`src/rtl/mppt_pkg.sv`:
```
// Shared types and helpers for the perturb-and-observe MPPT tracker.
package mppt_pkg;

  typedef enum logic [2:0] {
    ST_IDLE    = 3'd0,
    ST_SETTLE  = 3'd1,
    ST_MEASURE = 3'd2,
    ST_MULT    = 3'd3,
    ST_DECIDE  = 3'd4,
    ST_UPDATE  = 3'd5
  } state_t;

  // Consecutive same-direction moves before the step is allowed to grow.
  localparam int RUN_LEN = 4;

  // Evaluated on a signed 32-bit value so that duty +/- step can never wrap.
  function automatic int sat_clamp(input int val, input int lo, input int hi);
    if (val < lo) begin
      return lo;
    end else if (val > hi) begin
      return hi;
    end
    return val;
  endfunction

endpackage

```
`src/rtl/mppt_power_mult.sv`:
```
// One-stage registered unsigned multiplier producing the full-width PV power.
module mppt_power_mult #(
  parameter int VW = 16,
  parameter int IW = 16
) (
  input  logic               clk,
  input  logic               rst_n,
  input  logic               i_en,
  input  logic [VW-1:0]      i_a,
  input  logic [IW-1:0]      i_b,
  output logic [VW+IW-1:0]   o_p
);

  logic [VW+IW-1:0] r_p;

  always_ff @(posedge clk or negedge rst_n) begin
    if (!rst_n) begin
      r_p <= '0;
    end else if (i_en) begin
      r_p <= (VW+IW)'(i_a) * (VW+IW)'(i_b);
    end
  end

  assign o_p = r_p;

endmodule

```
`src/rtl/mppt_po_tracker.sv`:
```
// Perturb-and-observe MPPT controller: hill-climbs the converter duty on registered PV power.
// sample_valid is a one-way strobe with no ready: a sample is used only while the FSM is listening.
module mppt_po_tracker
  import mppt_pkg::*;
#(
  parameter int VW       = 16,
  parameter int IW       = 16,
  parameter int DW       = 10,
  parameter int DMIN     = 32,
  parameter int DMAX     = 992,
  parameter int DINIT    = 512,
  parameter int STEP_MAX = 16,
  parameter int STEP_MIN = 1,
  parameter int ADAPT    = 1,
  parameter int SETTLE   = 8,
  parameter int PDEAD    = 0
) (
  input  logic               clk,
  input  logic               rst_n,
  input  logic               en,
  input  logic               sample_valid,
  input  logic [VW-1:0]      v_in,
  input  logic [IW-1:0]      i_in,
  output logic [DW-1:0]      duty_out,
  output logic               duty_valid,
  output logic               at_limit,
  output logic [VW+IW-1:0]   power_out,
  output logic [2:0]         o_dbg_state
);

  localparam int PW = VW + IW;
  localparam logic [DW-1:0]       DMIN_W     = DW'(DMIN);
  localparam logic [DW-1:0]       DMAX_W     = DW'(DMAX);
  localparam logic [DW-1:0]       DINIT_W    = DW'(DINIT);
  localparam logic [DW-1:0]       STEP_MAX_W = DW'(STEP_MAX);
  localparam logic [DW:0]         STEP_MAX_X = (DW+1)'(STEP_MAX);
  localparam logic [DW-1:0]       STEP_MIN_W = DW'(STEP_MIN);
  localparam logic [15:0]         SETTLE_LAST = 16'(SETTLE - 1);
  localparam logic [2:0]          RUN_LAST   = 3'(RUN_LEN - 1);
  localparam logic signed [PW:0]  PDEAD_S    = $signed((PW+1)'(PDEAD));

  state_t            r_state;
  state_t            w_next;
  logic [15:0]       r_settle_cnt;
  logic [VW-1:0]     r_v;
  logic [IW-1:0]     r_i;
  logic [PW-1:0]     r_p_prev;
  logic              r_have_base;
  logic              r_dir_up;
  logic [DW-1:0]     r_step;
  logic [2:0]        r_run_cnt;
  logic [DW-1:0]     r_duty;
  logic              r_duty_valid;
  logic              r_at_limit;

  logic [PW-1:0]     w_power;
  logic signed [PW:0] w_dp;
  logic              w_rise;
  logic              w_fall;
  logic              w_dir_nxt;
  logic [DW-1:0]     w_step_nxt;
  logic [2:0]        w_run_nxt;
  logic [DW-1:0]     w_half;
  logic [DW:0]       w_dbl;
  logic [DW-1:0]     w_target;

  mppt_power_mult #(
    .VW (VW),
    .IW (IW)
  ) u_mult (
    .clk   (clk),
    .rst_n (rst_n),
    .i_en  (r_state == ST_MULT && en),
    .i_a   (r_v),
    .i_b   (r_i),
    .o_p   (w_power)
  );

  assign w_dp   = $signed({1'b0, w_power}) - $signed({1'b0, r_p_prev});
  assign w_rise = (w_dp > PDEAD_S);
  assign w_fall = (w_dp < -PDEAD_S);
  assign w_half = r_step >> 1;
  assign w_dbl  = {r_step, 1'b0};

  assign w_target = DW'(sat_clamp(r_dir_up ? int'(r_duty) + int'(r_step)
                                           : int'(r_duty) - int'(r_step),
                                  DMIN, DMAX));

  always_comb begin
    w_next = r_state;
    if (!en) begin
      w_next = ST_IDLE;
    end else begin
      case (r_state)
        ST_IDLE:    w_next = ST_SETTLE;
        ST_SETTLE:  if (sample_valid && r_settle_cnt == SETTLE_LAST) w_next = ST_MEASURE;
        ST_MEASURE: if (sample_valid) w_next = ST_MULT;
        ST_MULT:    w_next = ST_DECIDE;
        ST_DECIDE:  w_next = (r_have_base && (w_rise || w_fall)) ? ST_UPDATE : ST_SETTLE;
        ST_UPDATE:  w_next = ST_SETTLE;
        default:    w_next = ST_IDLE;
      endcase
    end
  end

  // A reversal halves the step; a full run of same-direction moves doubles it.
  always_comb begin
    w_dir_nxt  = r_dir_up;
    w_step_nxt = r_step;
    w_run_nxt  = r_run_cnt;
    if (w_fall) begin
      w_dir_nxt = ~r_dir_up;
      w_run_nxt = '0;
      if (ADAPT != 0) w_step_nxt = (w_half < STEP_MIN_W) ? STEP_MIN_W : w_half;
    end else if (w_rise) begin
      if (r_run_cnt == RUN_LAST) begin
        w_run_nxt = '0;
        if (ADAPT != 0) w_step_nxt = (w_dbl > STEP_MAX_X) ? STEP_MAX_W : w_dbl[DW-1:0];
      end else begin
        w_run_nxt = r_run_cnt + 3'd1;
      end
    end
  end

  always_ff @(posedge clk or negedge rst_n) begin
    if (!rst_n) begin
      r_state      <= ST_IDLE;
      r_settle_cnt <= '0;
      r_v          <= '0;
      r_i          <= '0;
      r_p_prev     <= '0;
      r_have_base  <= 1'b0;
      r_dir_up     <= 1'b1;
      r_step       <= STEP_MAX_W;
      r_run_cnt    <= '0;
      r_duty       <= DINIT_W;
      r_duty_valid <= 1'b0;
      r_at_limit   <= 1'b0;
    end else begin
      r_state      <= w_next;
      r_duty_valid <= 1'b0;

      if (r_state != ST_SETTLE) begin
        r_settle_cnt <= '0;
      end else if (en && sample_valid) begin
        r_settle_cnt <= (r_settle_cnt == SETTLE_LAST) ? 16'd0 : r_settle_cnt + 16'd1;
      end

      if (r_state == ST_IDLE) begin
        r_have_base <= 1'b0;
      end

      if (r_state == ST_MEASURE && en && sample_valid) begin
        r_v <= v_in;
        r_i <= i_in;
      end

      // The first decision after enable only records a baseline power.
      if (r_state == ST_DECIDE && en) begin
        r_p_prev <= w_power;
        if (!r_have_base) begin
          r_have_base <= 1'b1;
        end else begin
          r_dir_up  <= w_dir_nxt;
          r_step    <= w_step_nxt;
          r_run_cnt <= w_run_nxt;
        end
      end

      if (r_state == ST_UPDATE && en) begin
        r_duty       <= w_target;
        r_duty_valid <= 1'b1;
        r_at_limit   <= (w_target == DMIN_W) || (w_target == DMAX_W);
      end
    end
  end

  assign duty_out    = r_duty;
  assign duty_valid  = r_duty_valid;
  assign at_limit    = r_at_limit;
  assign power_out   = w_power;
  assign o_dbg_state = r_state;

endmodule

```
`config.mk`:
```
export PLATFORM = sky130hd
export DESIGN_NAME = mppt_po_tracker
export DESIGN_NICKNAME = d
export VERILOG_FILES = /design/src/rtl/mppt_pkg.sv /design/src/rtl/mppt_power_mult.sv /design/src/rtl/mppt_po_tracker.sv
export SDC_FILE = /design/constraint.sdc
export NUM_CORES = 1
export LEC_CHECK = 0
export ABC_AREA = 1
export CORE_AREA = 2 2 251 253
export DETAILED_ROUTE_END_ITERATION = 16
export DIE_AREA = 0 0 253 255
export SYNTH_ARGS = -nofsm -noshare
export SYNTH_HDL_FRONTEND = slang
export SYNTH_SLANG_ARGS = --single-unit
```
`constraint.sdc`:
```
create_clock -name clk -period 9.4 [get_ports clk]
set_input_delay 1.88 -clock clk [delete_from_list [all_inputs] [get_ports clk]]
set_output_delay 1.88 -clock clk [all_outputs]
set_load 0.01 [all_outputs]
```
==> results of run 1 <==
through the flow:
stage	setup slack [ns]	instances	hold slack [ns]	cell area (um2)	util [%]
after floorplan	3.45	2546	0.446	18400	-
after global placement	3.19	3336	0.464	19900	32.0
after detailed placement	3.09	3336	0.473	19900	32.0
after CTS	3.09	3368	0.490	20500	32.9
after global routing	2.65	3368	0.509	20500	32.9
final	3.06	3368	0.485	20500	32.9
placed cells by master (no fill, tap or decap), types with 4 or more instances in the layout:
master / netlist / layout
inv_1: 581 / 581
nand2_2: 8 / 8
clkdlybuf4s50_1: 0 / 81
nand3_1: 98 / 98
mux2_2: 32 / 32
xor2_1: 21 / 21
ha_1: 158 / 158
or2_2: 8 / 8
clkbuf_16: 0 / 17
inv_8: 0 / 5
fa_1: 197 / 197
a21oi_1: 84 / 84
nand2_1: 737 / 737
nand4_1: 34 / 34
nor3_1: 20 / 20
nor2_1: 130 / 129
dfrtp_1: 139 / 139
o21ai_1: 11 / 11
o21a_1: 7 / 7
nor2_2: 5 / 6
o21ai_0: 114 / 114
nor4_1: 4 / 4
xnor2_1: 9 / 9
o21bai_1: 9 / 9
worst reg2reg max path, delay by kind of cell (launching register included):
family	cells	cell delay, ns
buffers and inverters	5	0.24
AOI/OAI and AO/OA	7	0.94
and+or+nand+nor	5	0.71
adders and majority gates	7	3.46
DFF	1	0.86
layout make-up:
cell class	count	share of cell area [%]
Clock inverter	13	0.710
Multi-Input combinational cell	1727	60.0
Timing Repair Buffer	85	4.13
Inverter	583	10.7
Tap cell	799	4.89
Sequential cell	142	17.4
Clock buffer	19	2.17
cells in the mapped netlist, types with 3 or more instances:
cell        n
fa_1      197
o31ai_1     3
nand2_1   737
o21ai_0   114
o22ai_1     3
a21boi_0    3
nor3_2      3
nand3_1    98
inv_1     581
or2_2       8
nor2_1    130
nor3_1     20
mux2_2     32
o21bai_1    9
buf_2       5
xor2_1     21
o21a_1      7
dfstp_2     3
buf_4       3
buf_1       4
a21oi_1    84
xnor2_1     9
nand3b_1    3
dfrtp_1   139
nand4_1    34
o21ai_1    11
nand2_2     8
clkbuf_1   80
ha_1      158
a31oi_1     3
nor2_2      5
nor4_1      4
state kept, by name, indices dropped and copies added (netlist names):
signal and count:
r_step 10, o_dbg_state 3, r_run_cnt 3, r_i 16, u_mult.o_p 32, duty_valid 1
at_limit 1, r_have_base 1, duty_out 10, r_dir_up 1, r_v 16, r_p_prev 32
r_settle_cnt 16
path summary, 6_finish.rpt:
path	endpoint	startpoint	slack [ns]	depth (start not counted)
worst max-delay path	u_mult.o_p[27]$_DFFE_PN0P_	r_i[9]$_DFFE_PN0P_	3.06	24
worst min-delay path	at_limit$_DFFE_PN0P_	at_limit$_DFFE_PN0P_	0.48	2
worst max register to register	u_mult.o_p[27]$_DFFE_PN0P_	r_i[9]$_DFFE_PN0P_	3.06	24
worst min register to register	at_limit$_DFFE_PN0P_	at_limit$_DFFE_PN0P_	0.48	2
max in group asynchronous	r_p_prev[19]$_DFFE_PN0P_	rst_n	6.52	2
min in group asynchronous	r_i[5]$_DFFE_PN0P_	rst_n	1.43	1
logic make-up after synthesis:
family,count (synthesis),synth area share [%]
simple gates,1060,23.8
buf+inv,677,14.0
fa+ha+maj,355,32.2
compound gates,250,7.37
flops,142,19.3
mux,32,1.96
xor+xnor,30,1.43
layer usage:
metal	track usage, %	wire length (um)
met1	21.4	23100
met2	24.9	21800
met3	2.79	2590
met4	3.43	692
met5	0	0
==> results.yml, run 1 <==
worst_setup_path:
  path_class: "register to register"
  path_max_fanout: 17
  critical_path.cell_chain: "nand2_1 > fa_1 > inv_1 > fa_1 > inv_1 > fa_1 > inv_1 > fa_1 > fa_1 > inv_1 > fa_1 > inv_1 > ha_1 > a21oi_1 > o21ai_0 > a21oi_1 > o21ai_1 > nand2_1 > nand2_1 > a21oi_1 > o21ai_1 > or2_2 > nand3_1 > o21ai_1"
  cp_num_buf_inv: 5
  slowest_stage: "dfrtp_1"
  cp-start-kind: "register"
  max_stage_delay_ns: 0.86
  cp.arrival_ns: 6.67
  worstPathRequired_ns: 9.73
  cp-end-kind: "register"
  crit_path_frequent_cell: "fa_1"
  cpLargestDelayFamily: "adder cells"
clock_tree:
  cts_made_buffers: 17
  post-cts-setup-buffers: 0
  cts_tree: "done"
  htreeDepth: 4
  ctsLongestPathBuffers: 2
  path_clk_slew_ns: 0.07
  clk_latency_ns: 0.46
  post_cts_resize_count: 0
  root_buffer: "clkbuf_16"
  ctsHoldBuffers: 0
  clock-sinks: 142
detailed_routing:
  drc: 0
  wl_um: 48200
  wl_per_cell_um: 14.3
  via_per_inst: 4.55
  drt_pass1_iterations: 5
  antenna_left: 0
  drt-initial-drc-count: 932
  vias: 15300
synth:
  synthCells: 2546
  yosysUniqueCellTypes: 52
  synth_top_area_share_pct: 21.4
  syn_area_per_cell_um2: 7.23
  synth_top_cell_by_area: "fa_1"
  syn_nets: 2937
  synth_area_leaders: "fa_1, dfrtp_1, nand2_1"
  ys_seq_elements: 142
  ys_warn_count: 0
  ys_seq_area_share_pct: 19.3
  synth-edff-count: 0
  synth_ff_type: "dfrtp_1"
  async_flop_share_pct: 100
  netlist_area_um2: 18400
min_path:
  hold_path_class: "register to register"
final_layout:
  drive_gt1_share_pct: 4.09
  n_antenna_cell: 0
  nets: 2947
  multi_input_area_um2: 12300
  seq_area_um2: 3560
  fill_cells: 6671
  syn2layout_area_growth_pct: 11.1
global_route:
  grt_max_degree: 76
  grt_overflow: 0
  first_global_vias: 15300
  antenna_found_initial: 0
  grt.total_usage_pct: 15.4
  grt_pass1_wl_um: 79200
sta:
  setup_violations: 0
  period_share_pct: 67.4
  slew_viol_final: 0
  min_period_ns: 6.34
  setup_tns_ns: 0
  slew_headroom_pct: 27.0
  skew_ns: 0.0196
  rsz0062_at_grt: "false"
  fmax_ghz: 0.158
  worst_pin_slew_ns: 1.09
  hold_violations: 0
floorplan:
  chipHeight_um: 255
  start_util_pct: 29.6
  fp.dieArea_um2: 64500
  core_um2: 62200
  fp.dieW_um: 253
  rows: 92
  boundaryPins: 83
placement:
  place.detailed.hpwl_um: 39000
  place.gp.congestion: 0.893
  numPortBuffers: 82
run_status:
  status: "finished clean"
job:
  maxCapViolCount: 0
Power of run 1 is not shown: default switching activity piles up to over one toggle a cycle in this logic, so the estimate is an artifact.
==> inputs of run 2 (changes only) <==
==> constraint.sdc (replaced) <==
create_clock -name clk -period 5.6 [get_ports clk]
set_input_delay 1.12 -clock clk [delete_from_list [all_inputs] [get_ports clk]]
set_output_delay 1.12 -clock clk [all_outputs]
set_load 0.01 [all_outputs]
==> run 2 against run 1 <==
Effect of this change:
- the run now ends with negative setup slack left
- setup slack got worse by 3.1 ns
- non-clock buffer count rose by 153
- die area unchanged
- highest routed layer unchanged
- clock skew increased by 0.00095 ns
- global-route usage up 0.11 points
- utilization is 3.0 points higher
- sequential cell count did not move
==> results.yml, run 2 (synthesis gave the netlist of run 1 again) <==
detailed_routing:
  m1WireLength_um: 24100
  drt_pass1_iterations: 5
  antenna_left: 0
  wl_per_cell_um: 13.9
  wl_met2_um: 22100
  dr.max_layer_used: "met4"
  vias: 15900
  wl_um: 49000
  met3_length_um: 1950
  drt-initial-drc-count: 904
  via_per_inst: 4.50
  drc: 0
sta:
  setup_violations: 4
  slew_headroom_pct: 43.9
  rsz0062_at_grt: "true"
  skew_ns: 0.0205
  fmax_ghz: 0.176
  slew_viol_final: 0
  min_period_ns: 5.69
  fin_ws_ns: -0.0857
  hold_violations: 0
  period_share_pct: 102
  worst_pin_slew_ns: 0.838
worst_setup_path:
  path_max_fanout: 5
  path_class: "register to register"
  r2r-end: "u_mult.o_p[30]$_DFFE_PN0P_"
  cp-end-kind: "register"
  cp-start-kind: "register"
  crit_path_start: "r_v[10]$_DFFE_PN0P_"
  r2r_slack_ns: -0.09
  cp.arrival_ns: 6.04
  r2r_start: "r_v[10]$_DFFE_PN0P_"
  rr_worst_depth: 24
  worstPathRequired_ns: 5.95
clock_tree:
  ctsLongestPathBuffers: 2
  htreeDepth: 4
  cts_tree: "done"
  cts_made_buffers: 17
  ctsHoldBuffers: 0
  clock-sinks: 142
  clk_latency_ns: 0.49
  root_buffer: "clkbuf_16"
  path_clk_slew_ns: 0.07
final_layout:
  layout_common_cells: "nand2_1, inv_1, fa_1"
  syn2layout_area_growth_pct: 21.1
  fin_area_um2: 22300
  n_antenna_cell: 0
  drive_gt1_share_pct: 14.6
  nets: 3100
  layout_commonest_cell: "nand2_1"
global_route:
  grt_max_degree: 74
  grt.total_usage_pct: 15.5
  grt_pass1_wl_um: 79800
  antenna_found_initial: 0
  grt_overflow: 0
  first_global_vias: 15500
floorplan:
  core_um2: 62200
  boundaryPins: 83
  fp.dieW_um: 253
  start_util_pct: 29.6
  chipHeight_um: 255
  fp.dieArea_um2: 64500
  rows: 92
placement:
  place.detailed.hpwl_um: 40200
  place.gp.congestion: 0.925
  placed_area_um2: 20800
  numPortBuffers: 82
job:
  maxCapViolCount: 0
min_path:
  hold_path_depth: 2
  hold_path_class: "register to register"
  whs_endpoint: "at_limit$_DFFE_PN0P_"
  hold_start: "at_limit$_DFFE_PN0P_"
run_status:
  violations: "negative setup slack"
  status: "finished, violations left"
[run 2: cell count changes in the layout (fill, tap and decap cells not counted), sizes merged]
cell and delta:
inv +1, buf +153, bufinv -1, clkinvlp +1, clkinv -1
[run 2: timing repair]
item / 4_1_cts / 5_1_grt
setup endpoints to repair: 15 / 17
resized for setup: 80 / 118
pin swaps: 46 / 69
setup buffers: 16 / 17
[run 2: metal layers]
metal,GRT usage (%),up-vias
li1,-,8016
met1,21.9,7483
met2,24.6,310
met3,2.16,53
met4,4.73,0
met5,0,-
[run 2: how the worst max path moves through the flow]
stage,to,slack [ns],cells after the start
finish,u_mult.o_p[30]$_DFFE_PN0P_,-0.09,24
CTS,u_mult.o_p[27]$_DFFE_PN0P_,-0.01,26
floorplan,u_mult.o_p[24]$_DFFE_PN0P_,-0.03,25
detailed placement,u_mult.o_p[27]$_DFFE_PN0P_,-0.29,25
global route,u_mult.o_p[28]$_DFFE_PN0P_,-0.29,27
global placement,u_mult.o_p[24]$_DFFE_PN0P_,-0.27,27
[run 2: per-stage QoR]
step / setup TNS (ns) / setup WS [ns] / hold WS (ns) / instances / utilization (%)
global placement: -2.11 / -0.272 / 0.466 / 3457 / 33.5
floorplan: -0.0257 / -0.0257 / 0.446 / 2546 / -
detailed placement: -2.54 / -0.290 / 0.471 / 3457 / 33.5
finish: -0.134 / -0.0857 / 0.483 / 3521 / 35.9
global route: -2.18 / -0.290 / 0.519 / 3521 / 35.9
CTS: -0.0111 / -0.0111 / 0.488 / 3505 / 35.0
[run 2: final cells by class]
class	count	area [um2]
Clock buffer	19	453
Clock inverter	13	116
Fill cell	6537	39900
Inverter	583	2190
Multi-Input combinational cell	1727	12900
Sequential cell	142	3590
Tap cell	799	1000
Timing Repair Buffer	238	2080
[run 2: critical path: stages, from the launching register on]
cell and delay [ns]:
dfrtp_2 0.42, buf_12 0.14, buf_6 0.11, buf_6 0.12
nand2_4 0.05, fa_1 0.44, fa_1 0.54, inv_1 0.05
fa_1 0.48, inv_2 0.04, fa_1 0.51, inv_2 0.04
fa_1 0.48, fa_2 0.61, ha_4 0.24, nand2_4 0.08
nand2_4 0.06, a21oi_2 0.15, o21ai_2 0.10, buf_4 0.15
a31oi_4 0.19, o2111ai_2 0.17, or2_4 0.27, nand3_1 0.06
o21ai_0 0.07
Power of run 2 is left out for the same reason.
